$ cat config.mk
export PLATFORM = sky130hd
export DESIGN_NAME = cas_key_loader
export DESIGN_NICKNAME = d
export VERILOG_FILES = /design/src/rtl/cas_key_loader.sv
export SDC_FILE = /design/constraint.sdc
export NUM_CORES = 1
export LEC_CHECK = 0
export ABC_AREA = 1
export CORE_ASPECT_RATIO = 1.4
export CORE_UTILIZATION = 49
export CTS_CLUSTER_DIAMETER = 40
export DETAILED_ROUTE_END_ITERATION = 7
export PLACE_DENSITY = 0.8
export RECOVER_POWER = 50
export SLEW_MARGIN = 20
export SYNTH_ARGS = -nofsm -noshare
export SYNTH_HDL_FRONTEND = slang
export SYNTH_SLANG_ARGS = --single-unit
export TNS_END_PERCENT = 20
$ cat constraint.sdc
create_clock -name clk -period 1.9 [get_ports clk]
set_input_delay 0.38 -clock clk [delete_from_list [all_inputs] [get_ports clk]]
set_output_delay 0.38 -clock clk [all_outputs]
set_load 0.1 [all_outputs]
$ cat src/rtl/cas_key_loader.sv
// Loads a KEY_W-bit key as a little-endian byte stream followed by an XOR
// checksum byte; the key is committed to key_out only when the checksum matches.
module cas_key_loader #(
   parameter int KEY_W = 64
) (
   input  logic             clk,
   input  logic             rst,
   input  logic             start,
   input  logic             s_valid,
   input  logic [7:0]       s_data,
   output logic             s_ready,
   output logic [KEY_W-1:0] key_out,
   output logic             key_valid,
   output logic             busy,
   output logic             err,
   output logic [1:0]       state_dbg
);

   localparam int BEATS = KEY_W / 8;
   localparam int CNT_W = (BEATS > 1) ? $clog2(BEATS) : 1;
   localparam logic [CNT_W-1:0] LAST_BEAT = CNT_W'(BEATS - 1);

   typedef enum logic [1:0] {
      IDLE  = 2'd0,
      LOAD  = 2'd1,
      CHECK = 2'd2
   } state_t;

   state_t             state_q, state_d;
   logic [CNT_W-1:0]   cnt_q, cnt_d;
   logic [KEY_W-1:0]   shadow_q, shadow_d;
   logic [7:0]         csum_q, csum_d;
   logic [KEY_W-1:0]   key_q, key_d;
   logic               key_valid_q, key_valid_d;
   logic               err_q, err_d;
   logic               accept;

   // Stream handshake: a beat transfers on any cycle where s_valid && s_ready.
   // s_ready is high in LOAD and CHECK only; IDLE never accepts data.
   assign s_ready   = (state_q != IDLE);
   assign accept    = s_valid && s_ready;
   assign busy      = (state_q != IDLE);
   assign key_out   = key_q;
   assign key_valid = key_valid_q;
   assign err       = err_q;
   assign state_dbg = state_q;

   always_comb begin
      state_d     = state_q;
      cnt_d       = cnt_q;
      shadow_d    = shadow_q;
      csum_d      = csum_q;
      key_d       = key_q;
      key_valid_d = key_valid_q;
      err_d       = err_q;

      // start wins over any beat presented in the same cycle, in every state.
      if (start) begin
         state_d  = LOAD;
         cnt_d    = '0;
         shadow_d = '0;
         csum_d   = '0;
         err_d    = 1'b0;
      end else begin
         case (state_q)
            LOAD: begin
               if (accept) begin
                  shadow_d[int'(cnt_q) * 8 +: 8] = s_data;
                  csum_d = csum_q ^ s_data;
                  if (cnt_q == LAST_BEAT) begin
                     state_d = CHECK;
                  end else begin
                     cnt_d = cnt_q + 1'b1;
                  end
               end
            end
            CHECK: begin
               if (accept) begin
                  state_d = IDLE;
                  if (s_data == csum_q) begin
                     key_d       = shadow_q;
                     key_valid_d = 1'b1;
                     err_d       = 1'b0;
                  end else begin
                     key_d       = '0;
                     key_valid_d = 1'b0;
                     err_d       = 1'b1;
                  end
               end
            end
            default: ;
         endcase
      end
   end

   always_ff @(posedge clk) begin
      if (rst) begin
         state_q     <= IDLE;
         cnt_q       <= '0;
         shadow_q    <= '0;
         csum_q      <= '0;
         key_q       <= '0;
         key_valid_q <= 1'b0;
         err_q       <= 1'b0;
      end else begin
         state_q     <= state_d;
         cnt_q       <= cnt_d;
         shadow_q    <= shadow_d;
         csum_q      <= csum_d;
         key_q       <= key_d;
         key_valid_q <= key_valid_d;
         err_q       <= err_d;
      end
   end

endmodule

==> results.txt, run 1 <==
* Mapped Cells: 689
- Timing analysis after detailed placement gives a worst setup slack of -0.129 ns.
- Routability-driven placement finished with a final weighted congestion of 0.896.
- The synthesized netlist occupies a cell area of 0.00560 sq mm.
- Crit path kind: in -> reg
* Category of the worst setup path capture point: register
- Net switching is 21.2% of the power.
- Along the worst path, the maximum fanout reaches 8.
* Final min period: 1.84 ns
- Effective utilization at floorplan: 51.0%
- Violation count after the first detailed-route iteration: 344
- Per report_power, the combinational group accounts for 4.9% of the total.
* Final hold violations: 0
* FP Rows: 45
- The run finished with clean final reports.
* Clock network power share: 51.4%
* Count of input and output buffers: 81
- The tool flagged a number of max-cap violations equal to 0.
- Cell internal power was estimated by the tool at 5.45 mW.
* X dimension of the die: 92.4 um
- The die is 129 um tall.
* Sinks on the clock net: 143
- Antenna violations before repair: 0
* Fraction of layout instances using a drive strength above 1: 21.5%
- Final hold analysis gives a worst-case slack of 0.433 ns.
- Arrival time at the worst endpoint: 2.17 ns
- Total Die Area: 0.0119 sq mm
- Total of warnings raised by yosys: 0
- Largest net degree at the start of global routing: 66
* Final cell count without fillers: 931
- Setup repair after global routing could not meet its margin everywhere.
- Share of the clock period used by the worst path: 96.7%
* Total wirelength of the detailed-routed design: 15400 um
- In this run the static leakage power is 2.78 nW.
* Mapped Avg Cell Area: 8.13 sq um
- TNS Setup: 0 ns
- Core Box Area: 0.0110 sq mm
- Setup slack of the critical path after layout: 0.0622 ns
- First-pass iteration count of the detailed router: 5
- In this run, CTS created clock tree buffers numbering 17.
- Worst Reg-to-Reg Cells: 9
- Clock-pin slew was measured on the worst setup and hold paths at 0.06 ns.
- Clk buf depth: 2
- The layout has 854 filler cells.
- At the worst endpoint, the required time is 2.24 ns.
- The area growth from synthesis to layout is 25.3%.
* Relative max-transition margin: 61.8%
- Global-route wire length before repair: 24700 um
- Path category of the worst min-delay check: in -> reg
* DRC: 0
- Total of endpoints with negative setup slack in the final report: 0
- Number of global-route vias before repair: 5092
- Vias after detailed routing: 5316
- H-tree depth reported by CTS: 4
* Startpoint type of the worst setup path: primary input
- Summed over all nets, the half-perimeter wirelength after detailed placement is 10000 um.
* Diode insertion count for antenna repair: 0
- After synthesis, flip-flops and latches occupy 51.1% of the total area.
- Routed vias/inst: 5.71
* TritonCTS clock tree: built
- The number of max-slew violations in the final report was 0.
- In this run, placement finished with an instance count of 894.
- Average detailed-routed wire length per instance: 16.5 um
- Yosys mapped the design onto 29 distinct sky130hd cell types.
- For this run the aggregate overflow at the end of global routing stands at 0.
* Switching power: 1.47 mW
- Of the total power, registers draw 43.6%.
- Io pins: 82
- Post-DRT Antenna Nets: 0
- For the final database, setup skew stands at 0.00728 ns.
- Clock network latency to the later pin of the worst-skew pair: 0.42 ns
- In the post-synthesis netlist, the biggest area contributors are sky130_fd_sc_hd__dfxtp_1 (51%), sky130_fd_sc_hd__a21oi_1 (10%), sky130_fd_sc_hd__nand4_1 (7.1%), sky130_fd_sc_hd__nand2_1 (6.5%), sky130_fd_sc_hd__o21ai_0 (6.1%).
- In this run the power density over the cells is 986 mW/mm^2.
- The synthesized design contains 143 register bits.
- Overall power consumption after layout is estimated at 6.92 mW.
- Overall global routing resource usage: 26.7%
- Based on the critical path, the design can be clocked at up to 0.544 GHz.
* Mapped Nets: 706
- VDD sags by at most 0.000588 V.
* Transition at the pin with the smallest max-transition slack: 0.576 ns
* Hold Buf Count CTS: 0
* Hold Path Depth: 3
- The net count of the finished layout is 794.
* Clk Tree Root Cell: sky130_fd_sc_hd__clkbuf_16
* Area share of the leading cell type in the synthesized netlist: 51.1%
- Most area-hungry cell type in the Yosys netlist: sky130_fd_sc_hd__dfxtp_1
==> sequential cells by signal, summed over array words and instances, names as in the netlist <==
name       flops
key_valid      1
key_out       64
csum_q         8
shadow_q      64
state_dbg      2
cnt_q          3
err            1
==> layer usage <==
metal	wire length [um]	up-vias	track usage (%)
li1	-	2538	-
met1	6110	2521	30.1
met2	7940	212	46.6
met3	774	45	5.08
met4	549	0	15.4
met5	0	-	0
==> final timing paths <==
kind	from	slack [ns]	to
setup / recovery	s_valid	0.06	shadow_q[63]$_SDFFE_PP0P_
hold / removal	rst	0.43	key_out[3]$_SDFFE_PP0P_
setup reg to reg	cnt_q[0]$_SDFFE_PP0P_	0.06	shadow_q[63]$_SDFFE_PP0P_
hold reg to reg	key_out[5]$_SDFFE_PP0P_	0.47	key_out[5]$_SDFFE_PP0P_
==> cell families (layout without fill, tap and decap cells) <==
| kind of cell | Yosys count | after routing | synth area share, % |
|---|---|---|---|
| AOI/OAI and AO/OA | 192 | 192 | 17.4 |
| DFF | 143 | 143 | 51.1 |
| xor gates and xnor gates | 2 | 2 | 0.313 |
| and+or+nand+nor | 260 | 261 | 22.5 |
| buffers and inverters | 87 | 187 | 7.55 |
| adders and majority gates | 5 | 5 | 1.12 |
==> layout make-up <==
cell class	count	area, sq um	area share [%]
repair buffers	118	848	12.1
clock inverters	9	155	2.21
inverters	37	141	2.01
well taps	141	176	2.51
multi-input cells	460	2340	33.4
flip-flops and latches	143	2870	40.8
clock buffers	23	488	6.95
==> metrics by stage <==
stage | area (sq um) | util (%)
6_report | 7020 | 63.9
2_1_floorplan | 5610 | -
5_1_grt | 7020 | 63.9
3_5_place_dp | 7170 | 65.3
4_1_cts | 7830 | 71.3
3_3_place_gp | 7170 | 65.3
==> power by group through the flow <==
stage | Clock [mW] | Combinational (mW) | Sequential (mW)
5_1_grt | 3.72 | 0.365 | 3.02
3_5_place_dp | 0 | 0.345 | 3.09
2_1_floorplan | 0 | 0.197 | 3.10
6_report | 3.56 | 0.340 | 3.02
3_3_place_gp | 0 | 0.334 | 3.09
4_1_cts | 3.57 | 0.348 | 3.02
==> cells in the mapped netlist <==
cell type                  count
sky130_fd_sc_hd__o21ai_1       6
sky130_fd_sc_hd__inv_2         8
sky130_fd_sc_hd__ha_1          5
sky130_fd_sc_hd__buf_2         9
sky130_fd_sc_hd__nor2_1       74
sky130_fd_sc_hd__xnor2_1       2
sky130_fd_sc_hd__dfxtp_1     143
sky130_fd_sc_hd__nand2_2       2
sky130_fd_sc_hd__buf_1         1
sky130_fd_sc_hd__inv_4         1
sky130_fd_sc_hd__nand3_4       3
sky130_fd_sc_hd__nor2_4        5
sky130_fd_sc_hd__clkinv_1      1
sky130_fd_sc_hd__nor3_4        1
sky130_fd_sc_hd__nand4_2       1
sky130_fd_sc_hd__o21ai_0      68
sky130_fd_sc_hd__a21oi_1     114
sky130_fd_sc_hd__buf_4        18
sky130_fd_sc_hd__nand4_1      64
sky130_fd_sc_hd__nor2_2        4
sky130_fd_sc_hd__a221oi_1      1
sky130_fd_sc_hd__a211oi_1      2
sky130_fd_sc_hd__o211a_1       1
sky130_fd_sc_hd__nand3_1       8
sky130_fd_sc_hd__nor3_1        1
sky130_fd_sc_hd__nand2_1      97
sky130_fd_sc_hd__buf_6         2
sky130_fd_sc_hd__clkbuf_1     20
sky130_fd_sc_hd__inv_1        27
==> placed cells by master, fill, tap and decap left out, types with 5 or more instances in the layout <==
cell / instances
sky130_fd_sc_hd__clkdlybuf4s50_1: 9
sky130_fd_sc_hd__nor2_1: 74
sky130_fd_sc_hd__nand3_1: 7
sky130_fd_sc_hd__o21ai_1: 13
sky130_fd_sc_hd__clkbuf_2: 69
sky130_fd_sc_hd__o21ai_0: 61
sky130_fd_sc_hd__nand2_1: 96
sky130_fd_sc_hd__nor2_4: 8
sky130_fd_sc_hd__inv_2: 10
sky130_fd_sc_hd__inv_1: 24
sky130_fd_sc_hd__a21oi_1: 114
sky130_fd_sc_hd__ha_1: 5
sky130_fd_sc_hd__buf_4: 25
sky130_fd_sc_hd__dfxtp_1: 140
sky130_fd_sc_hd__buf_12: 9
sky130_fd_sc_hd__clkbuf_16: 17
sky130_fd_sc_hd__nand4_1: 64
==> repair_timing <==
item,in CTS,in global routing
gates resized for setup,0,12
pin swaps,1,1
cloned,0,1
setup endpoints to repair,1,43
setup buffers,2,2
==> critical path, cell delays in order <==
cell and delay (ns):
sky130_fd_sc_hd__dlygate4sd3_1 0.62, sky130_fd_sc_hd__nand3_1 0.29, sky130_fd_sc_hd__inv_4 0.18, sky130_fd_sc_hd__nand3_4 0.12, sky130_fd_sc_hd__nor2_4 0.14, sky130_fd_sc_hd__buf_4 0.15, sky130_fd_sc_hd__o21ai_0 0.10, sky130_fd_sc_hd__a21oi_1 0.18
Note: power is estimated with default switching activity, not from simulation.
==> inputs of run 2 (changes only) <==
CELL_PAD_IN_SITES_DETAIL_PLACEMENT = 0   (was default)
CELL_PAD_IN_SITES_GLOBAL_PLACEMENT = 1   (was default)
CORE_MARGIN = 2   (was default)
CORE_UTILIZATION = 36   (was 49)
PLACE_DENSITY = 0.79   (was 0.8)
==> run 2 against run 1 <==
Count of clock-buffer cells in the layout decreased by 6. Via count decreased by 5.0%. Setup slack improved by 0.037 ns. Final cell count increased by 6.8%. Clock power decreased by 6%. Register-to-register slack improved by 0.04 ns. Sequential share of layout area decreased by 0.89 points. Global-route usage decreased by 7.8 points. Wire length decreased by 0.63%. Fmax increased by 2.1%. Sequential cell count unchanged. Cell area increased by 2.3%. Largest power group unchanged.
==> results.txt, run 2 (synthesis gave the netlist of run 1 again) <==
- The cell depth of the worst setup path came to 10 (was 8).
- The initial antenna violation count was 0 (unchanged).
- Vias after detailed routing: 5051 (was 5316)
- TritonCTS clock tree: built (unchanged)
* Outcome: complete, no violations (unchanged)
- Total half-perimeter wirelength after legalization and detailed placement: 10700 um (was 10000 um)
- The violation count after the first detailed-route iteration is 223 (was 344).
* Global-route wire length before repair: 24200 um (was 24700 um)
- Capture point of the worst reg-to-reg path: shadow_q[58]$_SDFFE_PP0P_ (was shadow_q[63]$_SDFFE_PP0P_)
- Start point of the critical path: cnt_q[0]$_SDFFE_PP0P_ (was s_valid)
* Share of the clock period used by the worst path: 94.8% (was 96.7%)
- Maxcap violations: 0 (unchanged)
* Average detailed-routed wire length per instance: 15.4 um (was 16.5 um)
- Diode insertion count for antenna repair: 0 (unchanged)
* Weighted congestion reported at the end of routability-driven placement: 0.830 (was 0.896)
* Transition at the pin with the smallest max-transition slack: 0.645 ns (was 0.576 ns)
* Total wirelength of the detailed-routed design: 15300 um (was 15400 um)
- DRC: 0 (unchanged)
- The leakage dissipation was 2.81 nW (was 2.78 nW).
* Routed vias/inst: 5.08 (was 5.71)
* Fin Hold WS: 0.415 ns (was 0.433 ns)
- Master of the slowest instance on the critical path: sky130_fd_sc_hd__dfxtp_2 (was sky130_fd_sc_hd__dlygate4sd3_1)
* H-tree depth reported by CTS: 4 (unchanged)
* R2r setup slk: 0.1 ns (was 0.06 ns)
- Area used by sequential logic in the layout: 0.00287 sq mm (about the same)
- The total power divided by cell area was 938 mW/mm^2 (was 986 mW/mm^2).
- The worst slew margin relative to its limit came to 57.0% (was 61.8%).
* Post-DRT Antenna Nets: 0 (unchanged)
- Footprint of the multi-input gates: 0.00241 sq mm (was 0.00234 sq mm)
* Final number of max-transition violations: 0 (unchanged)
- Clock skew: 0.00746 ns (was 0.00728 ns)
- Commonest cells after routing, fill and taps aside: sky130_fd_sc_hd__dfxtp_1 (139), sky130_fd_sc_hd__a21oi_1 (114), sky130_fd_sc_hd__nand2_1 (95) (was sky130_fd_sc_hd__dfxtp_1 (140), sky130_fd_sc_hd__a21oi_1 (114), sky130_fd_sc_hd__nand2_1 (96)).
- Final hold violations: 0 (unchanged)
- The total track usage came to 18.8% (was 26.7%).
- The floorplan die area was 0.0166 sq mm (was 0.0119 sq mm).
- CP max stage delay: 0.33 ns (was 0.62 ns)
- Clock network latency to the later pin of the worst-skew pair: 0.42 ns (about the same)
- The buffers plus inverters on the worst setup path came to 4 (was 3).
* Largest net degree at the start of global routing: 74 (was 66)
- The count of input and output buffers was 81 (unchanged).
- The detailed-router iteration count before antenna repair came to 5 (unchanged).
- The total power of the final layout is 6.74 mW (was 6.92 mW).
* Clk buf depth: 2 (unchanged)
- Clock transition at the register clock pins on the worst setup and hold paths after CTS: 0.06 ns (about the same)
* Fillers: 1535 (was 854)
* Fraction of layout instances using a drive strength above 1: 23.6% (was 21.5%)
- Worst Path Max Fanout: 16 (was 8)
* Io pins: 82 (unchanged)
* Vertical die dimension: 152 um (was 129 um)
* Startpoint type of the worst setup path: register (was primary input)
* Synthesis-to-finish area growth: 28.1% (was 25.3%)
* Grt ovf: 0 (unchanged)
* Crit path kind: reg -> reg (was in -> reg)
- The required time at the endpoint of the critical path was 2.20 ns (was 2.24 ns).
- Number of global-route vias before repair: 4850 (was 5092)
- Path category of the worst min-delay check: in -> reg (unchanged)
- Number of CTS-inserted buffers: 17 (unchanged)
- Fin nets: 802 (was 794)
- The number of rows created at floorplan is 54 (was 45).
- The kind of cell with the highest combined delay on the critical path was adder cells (was buffers and inverters).
* Worst Reg-to-Reg Cells: 10 (was 9)
* Leading cell type in the layout, fill and taps excluded: sky130_fd_sc_hd__dfxtp_1 (unchanged)
- In this design, the critical path's most frequently occurring cell is sky130_fd_sc_hd__inv_2.
- Post-place setup slack: -0.0748 ns (was -0.129 ns)
* Sinks on the clock net: 143 (unchanged)
- Post-layout utilization of the core: 46.6% (was 63.9%)
* Category of the worst setup path capture point: register (unchanged)
- Worst setup endpoint: shadow_q[58]$_SDFFE_PP0P_ (was shadow_q[63]$_SDFFE_PP0P_)
- Startpoint of the worst-slack reg-to-reg timing path: cnt_q[0]$_SDFFE_PP0P_ (unchanged)
- RSZ-0062 raised after global routing: no (was yes)
- The peak supply drop came to 0.000500 V (was 0.000588 V).
- X dimension of the die: 109 um (was 92.4 um)
- The final total negative setup slack came to 0 ns (unchanged).
- Highest clock frequency the design can meet: 0.555 GHz (was 0.544 GHz)
- Final min period: 1.80 ns (was 1.84 ns)
- Clk Tree Root Cell: sky130_fd_sc_hd__clkbuf_16 (unchanged)
* Arrival time at the worst endpoint: 2.10 ns (was 2.17 ns)
* Total of endpoints with negative setup slack in the final report: 0 (unchanged)
* Effective utilization at floorplan: 36.4% (was 51.0%)
- The area of the placeable core is 0.0154 sq mm (was 0.0110 sq mm).
* Setup slack of the critical path after layout: 0.0996 ns (was 0.0622 ns)
* Critical path cell sequence: inv_2 -> ha_1 -> ha_4 -> inv_2 -> buf_4 -> nand3_4 -> nor2_4 -> buf_12 -> o21ai_0 -> a21oi_1 (was dlygate4sd3_1 -> nand3_1 -> inv_4 -> nand3_4 -> nor2_4 -> buf_4 -> o21ai_0 -> a21oi_1)
run 2: timing repair:
action                                  CTS  global route
resized for setup                         0            16
endpoints found under the setup margin    0            53
setup buffers                             0             2
hold buffers                              0             0
run 2: worst register-to-register path, cell delays in order, from the launching register on:
cell                      delay [ns]
sky130_fd_sc_hd__dfxtp_2        0.33
sky130_fd_sc_hd__inv_2          0.06
sky130_fd_sc_hd__ha_1           0.25
sky130_fd_sc_hd__ha_4           0.29
sky130_fd_sc_hd__inv_2          0.04
sky130_fd_sc_hd__buf_4          0.13
sky130_fd_sc_hd__nand3_4        0.13
sky130_fd_sc_hd__nor2_4         0.05
sky130_fd_sc_hd__buf_12         0.14
sky130_fd_sc_hd__o21ai_0        0.19
sky130_fd_sc_hd__a21oi_1        0.06
run 2: how the worst min path moves through the flow:
stage                             startpoint                  endpoint  slack, ns  cells past startpoint
finish                                   rst   key_out[3]$_SDFFE_PP0P_       0.42                      3
global route                             rst   key_out[9]$_SDFFE_PP0P_       0.44                      3
CTS                                      rst  shadow_q[8]$_SDFFE_PP0P_       0.41                      4
detailed placement  key_out[35]$_SDFFE_PP0P_  key_out[35]$_SDFFE_PP0P_       0.46                      2
global placement    key_out[35]$_SDFFE_PP0P_  key_out[35]$_SDFFE_PP0P_       0.46                      2
floorplan           shadow_q[0]$_SDFFE_PP0P_  shadow_q[0]$_SDFFE_PP0P_       0.45                      2
run 2: layout make-up:
cell class | instances | share of cell area (%)
inverters | 37 | 1.97
multi-input cells | 460 | 33.5
clock inverters | 15 | 2.39
clock buffers | 17 | 5.93
well taps | 196 | 3.42
repair buffers | 126 | 12.8
flip-flops and latches | 143 | 39.9
run 2: layer usage:
metal / vias up / track usage (%) / wire length [um]
met3: 22 / 3.98 / 534
met4: 0 / 5.89 / 260
met5: - / 0 / 0
li1: 2557 / - / -
met2: 86 / 33.7 / 7980
met1: 2386 / 22.2 / 6500
run 2: stage by stage:
step / instance area, sq um / instances
2_1_floorplan: 5610 / 689
3_3_place_gp: 7400 / 958
3_5_place_dp: 7400 / 958
4_1_cts: 7990 / 990
5_1_grt: 7180 / 994
6_report: 7180 / 994
run 2: power by group:
group | total (mW) | leakage, nW | internal, mW | switching (mW)
logic | 0.356 | 1.37 | 0.119 | 0.237
clock network | 3.36 | 0.287 | 1.97 | 1.39
registers | 3.02 | 1.15 | 3.01 | 0.0104
total | 6.74 | 2.81 | 5.10 | 1.63
==> inputs of run 3 (changes only) <==
CELL_PAD_IN_SITES_DETAIL_PLACEMENT = 1   (was 0)
SKIP_LAST_GASP = 1   (was default)
==> run 3 against run 2 <==
Cell area is 0.78% higher. Clock power is 6.8% higher. Wire length is 25% higher. Sequential power hardly changed. First-iteration DRC count is 2.2% lower. Worst hold slack worse by 0.013 ns. Sequential cell count stayed put. Critical path type unchanged. Highest routed layer unchanged.
==> results.txt, run 3 (synthesis gave the netlist of run 1 again) <==
- Share of the clock period used by the worst path: 97.3% (was 94.8%)
* Outcome: complete, no violations (unchanged)
- Startpoint type of the worst setup path: register (unchanged)
- The hold path startpoint is rst (unchanged).
- The required time at the endpoint of the critical path was 2.20 ns (about the same).
- The final global-route overflow total was 0 (unchanged).
- The initial antenna violation count was 0 (unchanged).
- The number of sinks driven by the clock tree is 143 (unchanged).
* Average detailed-routed wire length per instance: 19.2 um (was 15.4 um)
* Weighted congestion reported at the end of routability-driven placement: 0.830 (unchanged)
- First-pass iteration count of the detailed router: 5 (unchanged)
* Fraction of layout instances using a drive strength above 1: 23.3% (was 23.6%)
- The register area was 0.00287 sq mm (unchanged).
- The transition time at the pin with the least slew margin was 0.573 ns (was 0.645 ns).
- Largest net degree at the start of global routing: 74 (unchanged)
- RSZ-0062 raised after global routing: no (unchanged)
- The leading cell type in the layout, fill and taps excluded is sky130_fd_sc_hd__dfxtp_1 (unchanged).
* Post-DRT Antenna Nets: 0 (unchanged)
- The maximum number of buffers from clock root to sink was 2 (unchanged).
- TritonCTS clock tree: built (unchanged)
- Fin Hold WS: 0.402 ns (was 0.415 ns)
- The worst-path cell with the longest stage delay was sky130_fd_sc_hd__dfxtp_2 (unchanged).
- The kind of cell with the highest combined delay on the critical path is adder cells (unchanged).
- The post-detailed-route DRC marker count came to 0 (unchanged).
* Bufs and invs on worst path: 4 (unchanged)
- Arrival time at the worst endpoint: 2.14 ns (was 2.10 ns)
- Post-layout utilization of the core: 47.0% (was 46.6%)
* Maxcap violations: 0 (unchanged)
* Total half-perimeter wirelength after legalization and detailed placement: 12300 um (was 10700 um)
* Category of the worst setup path capture point: register (unchanged)
* Final design area excluding fillers: 0.00724 sq mm (was 0.00718 sq mm)
* Commonest cells after routing, fill and taps aside: sky130_fd_sc_hd__dfxtp_1 (139), sky130_fd_sc_hd__a21oi_1 (114), sky130_fd_sc_hd__nand2_1 (96) (was sky130_fd_sc_hd__dfxtp_1 (139), sky130_fd_sc_hd__a21oi_1 (114), sky130_fd_sc_hd__nand2_1 (95))
- Effective utilization at floorplan: 36.4% (unchanged)
- The number of max-slew violations in the final report is 0 (unchanged).
* Reported leakage power: 2.85 nW (was 2.81 nW)
- Vertical die dimension: 152 um (unchanged)
- Capture point of the worst reg-to-reg path: shadow_q[55]$_SDFFE_PP0P_ (was shadow_q[58]$_SDFFE_PP0P_)
- Core Box Area: 0.0154 sq mm (unchanged)
- Critical path cell sequence: inv_1 -> ha_4 -> ha_4 -> inv_2 -> buf_4 -> nand3_4 -> nor2_4 -> buf_4 -> o21ai_0 -> nor2_1 (was inv_2 -> ha_1 -> ha_4 -> inv_2 -> buf_4 -> nand3_4 -> nor2_4 -> buf_12 -> o21ai_0 -> a21oi_1)
- The maximum clock rate was 0.541 GHz (was 0.555 GHz).
- Worst Path Max Fanout: 4 (was 16)
* Placement-stage cell area: 0.00740 sq mm (unchanged)
- The post-detailed-routing wire length came to 19100 um (was 15300 um).
- The post-layout net count was 803 (was 802).
- Io pins: 82 (unchanged)
* Number of global-route vias before repair: 5762 (was 4850)
- CP max stage delay: 0.36 ns (was 0.33 ns)
- Total Die Area: 0.0166 sq mm (unchanged)
* Vias after detailed routing: 5469 (was 5051)
* X dimension of the die: 109 um (unchanged)
- The shortest period the worst path allows came to 1.85 ns (was 1.80 ns).
- The mean number of vias per cell was 5.50 (was 5.08).
- The count of input and output buffers is 81 (unchanged).
* Clock skew: 0.00616 ns (was 0.00746 ns)
* Violation count after the first detailed-route iteration: 218 (was 223)
- Worst Reg-to-Reg Cells: 10 (unchanged)
- Footprint of the multi-input gates: 0.00238 sq mm (was 0.00241 sq mm)
- The layout filler cell count was 1881 (was 1535).
- Final hold violations: 0 (unchanged)
- Worst IR drop on VDD: 0.000497 V (was 0.000500 V)
* Startpoint of the worst-slack reg-to-reg timing path: cnt_q[1]$_SDFFE_PP0P_ (was cnt_q[0]$_SDFFE_PP0P_)
- Hold Buf Count CTS: 0 (unchanged)
- The clock latency on the worst-skew pair is 0.41 ns (was 0.42 ns).
* Post-route total power: 6.98 mW (was 6.74 mW)
- Clock transition at the register clock pins on the worst setup and hold paths after CTS: 0.06 ns (about the same)
* Synthesis-to-finish area growth: 29.1% (was 28.1%)
- The cell count of the worst hold path is 3 (unchanged).
- The number of antenna cells inserted was 0 (unchanged).
* R2r setup slk: 0.05 ns (was 0.1 ns)
* FP Rows: 54 (unchanged)
* Number of CTS-inserted buffers: 17 (unchanged)
* Relative max-transition margin: 62.0% (was 57.0%)
* Overall global routing resource usage: 24.0% (was 18.8%)
- Worst-case hold path end point: key_out[11]$_SDFFE_PP0P_ (was key_out[3]$_SDFFE_PP0P_)
- Crit path kind: reg -> reg (unchanged)
* Pwr Density: 965 mW/mm^2 (was 938 mW/mm^2)
* Clk Tree Root Cell: sky130_fd_sc_hd__clkbuf_16 (unchanged)
- The number of setup violations in the final report is 0 (unchanged).
* H-tree depth reported by CTS: 4 (unchanged)
- The first-pass GRT wire length was 30800 um (was 24200 um).
- The path category of the worst min-delay check is in -> reg (unchanged).
==> run 3: where the power goes <==
group	leakage (nW)	total, mW	switching, mW	internal, mW
clock network	0.309	3.59	1.37	2.22
registers	1.15	3.02	0.0111	3.01
logic	1.38	0.370	0.252	0.118
==> run 3: cell type report <==
class / instances / area share, %
timing repair buffer: 128 / 13.4
clock buffer: 17 / 5.88
clock inverter: 15 / 2.87
inverter: 37 / 1.95
tap: 196 / 3.39
sequential: 143 / 39.6
multi-input combinational: 459 / 32.9
==> run 3: worst min-delay path: stages <==
cell	delay (ns)
sky130_fd_sc_hd__buf_2	0.11
sky130_fd_sc_hd__buf_4	0.22
sky130_fd_sc_hd__a21oi_1	0.06
==> run 3: per-layer routing <==
layer | track usage, % | up-vias | routed length [um]
li1 | - | 2562 | -
met1 | 26.9 | 2707 | 7350
met2 | 44.1 | 146 | 10400
met3 | 4.02 | 54 | 705
met4 | 10.3 | 0 | 699
met5 | 0 | - | 0
==> run 3: repair_timing <==
item / 4_1_cts / 5_1_grt
pin swaps: 2 / 2
gates resized for setup: 7 / 6
setup buffers: 3 / 1
gates cloned: 1 / 0
endpoints found under the setup margin: 27 / 39
endpoints found under the hold margin: 0 / 0
==> run 3: stage by stage <==
| stage | setup TNS (ns) | worst slack [ns] | cells |
|---|---|---|---|
| after floorplan | -0.431 | -0.0539 | 689 |
| after global placement | -0.151 | -0.0500 | 958 |
| after detailed placement | -3.65 | -0.137 | 958 |
| after CTS | 0 | 0.00198 | 994 |
| after global routing | 0 | 0.0155 | 995 |
| final | 0 | 0.0512 | 995 |
==> run 3: how the worst max path moves through the flow <==
stage                           endpoint  slack (ns)  cells after the start             startpoint
6_report       shadow_q[55]$_SDFFE_PP0P_        0.05                     10  cnt_q[1]$_SDFFE_PP0P_
5_1_grt        shadow_q[34]$_SDFFE_PP0P_        0.02                      8  cnt_q[1]$_SDFFE_PP0P_
4_1_cts        shadow_q[55]$_SDFFE_PP0P_       0.002                     10  cnt_q[0]$_SDFFE_PP0P_
3_5_place_dp    key_out[33]$_SDFFE_PP0P_       -0.14                      8              s_data[5]
3_3_place_gp            err$_SDFFE_PP0P_       -0.05                      9              s_data[0]
2_1_floorplan   shadow_q[0]$_SDFFE_PP0P_       -0.05                      9  cnt_q[0]$_SDFFE_PP0P_
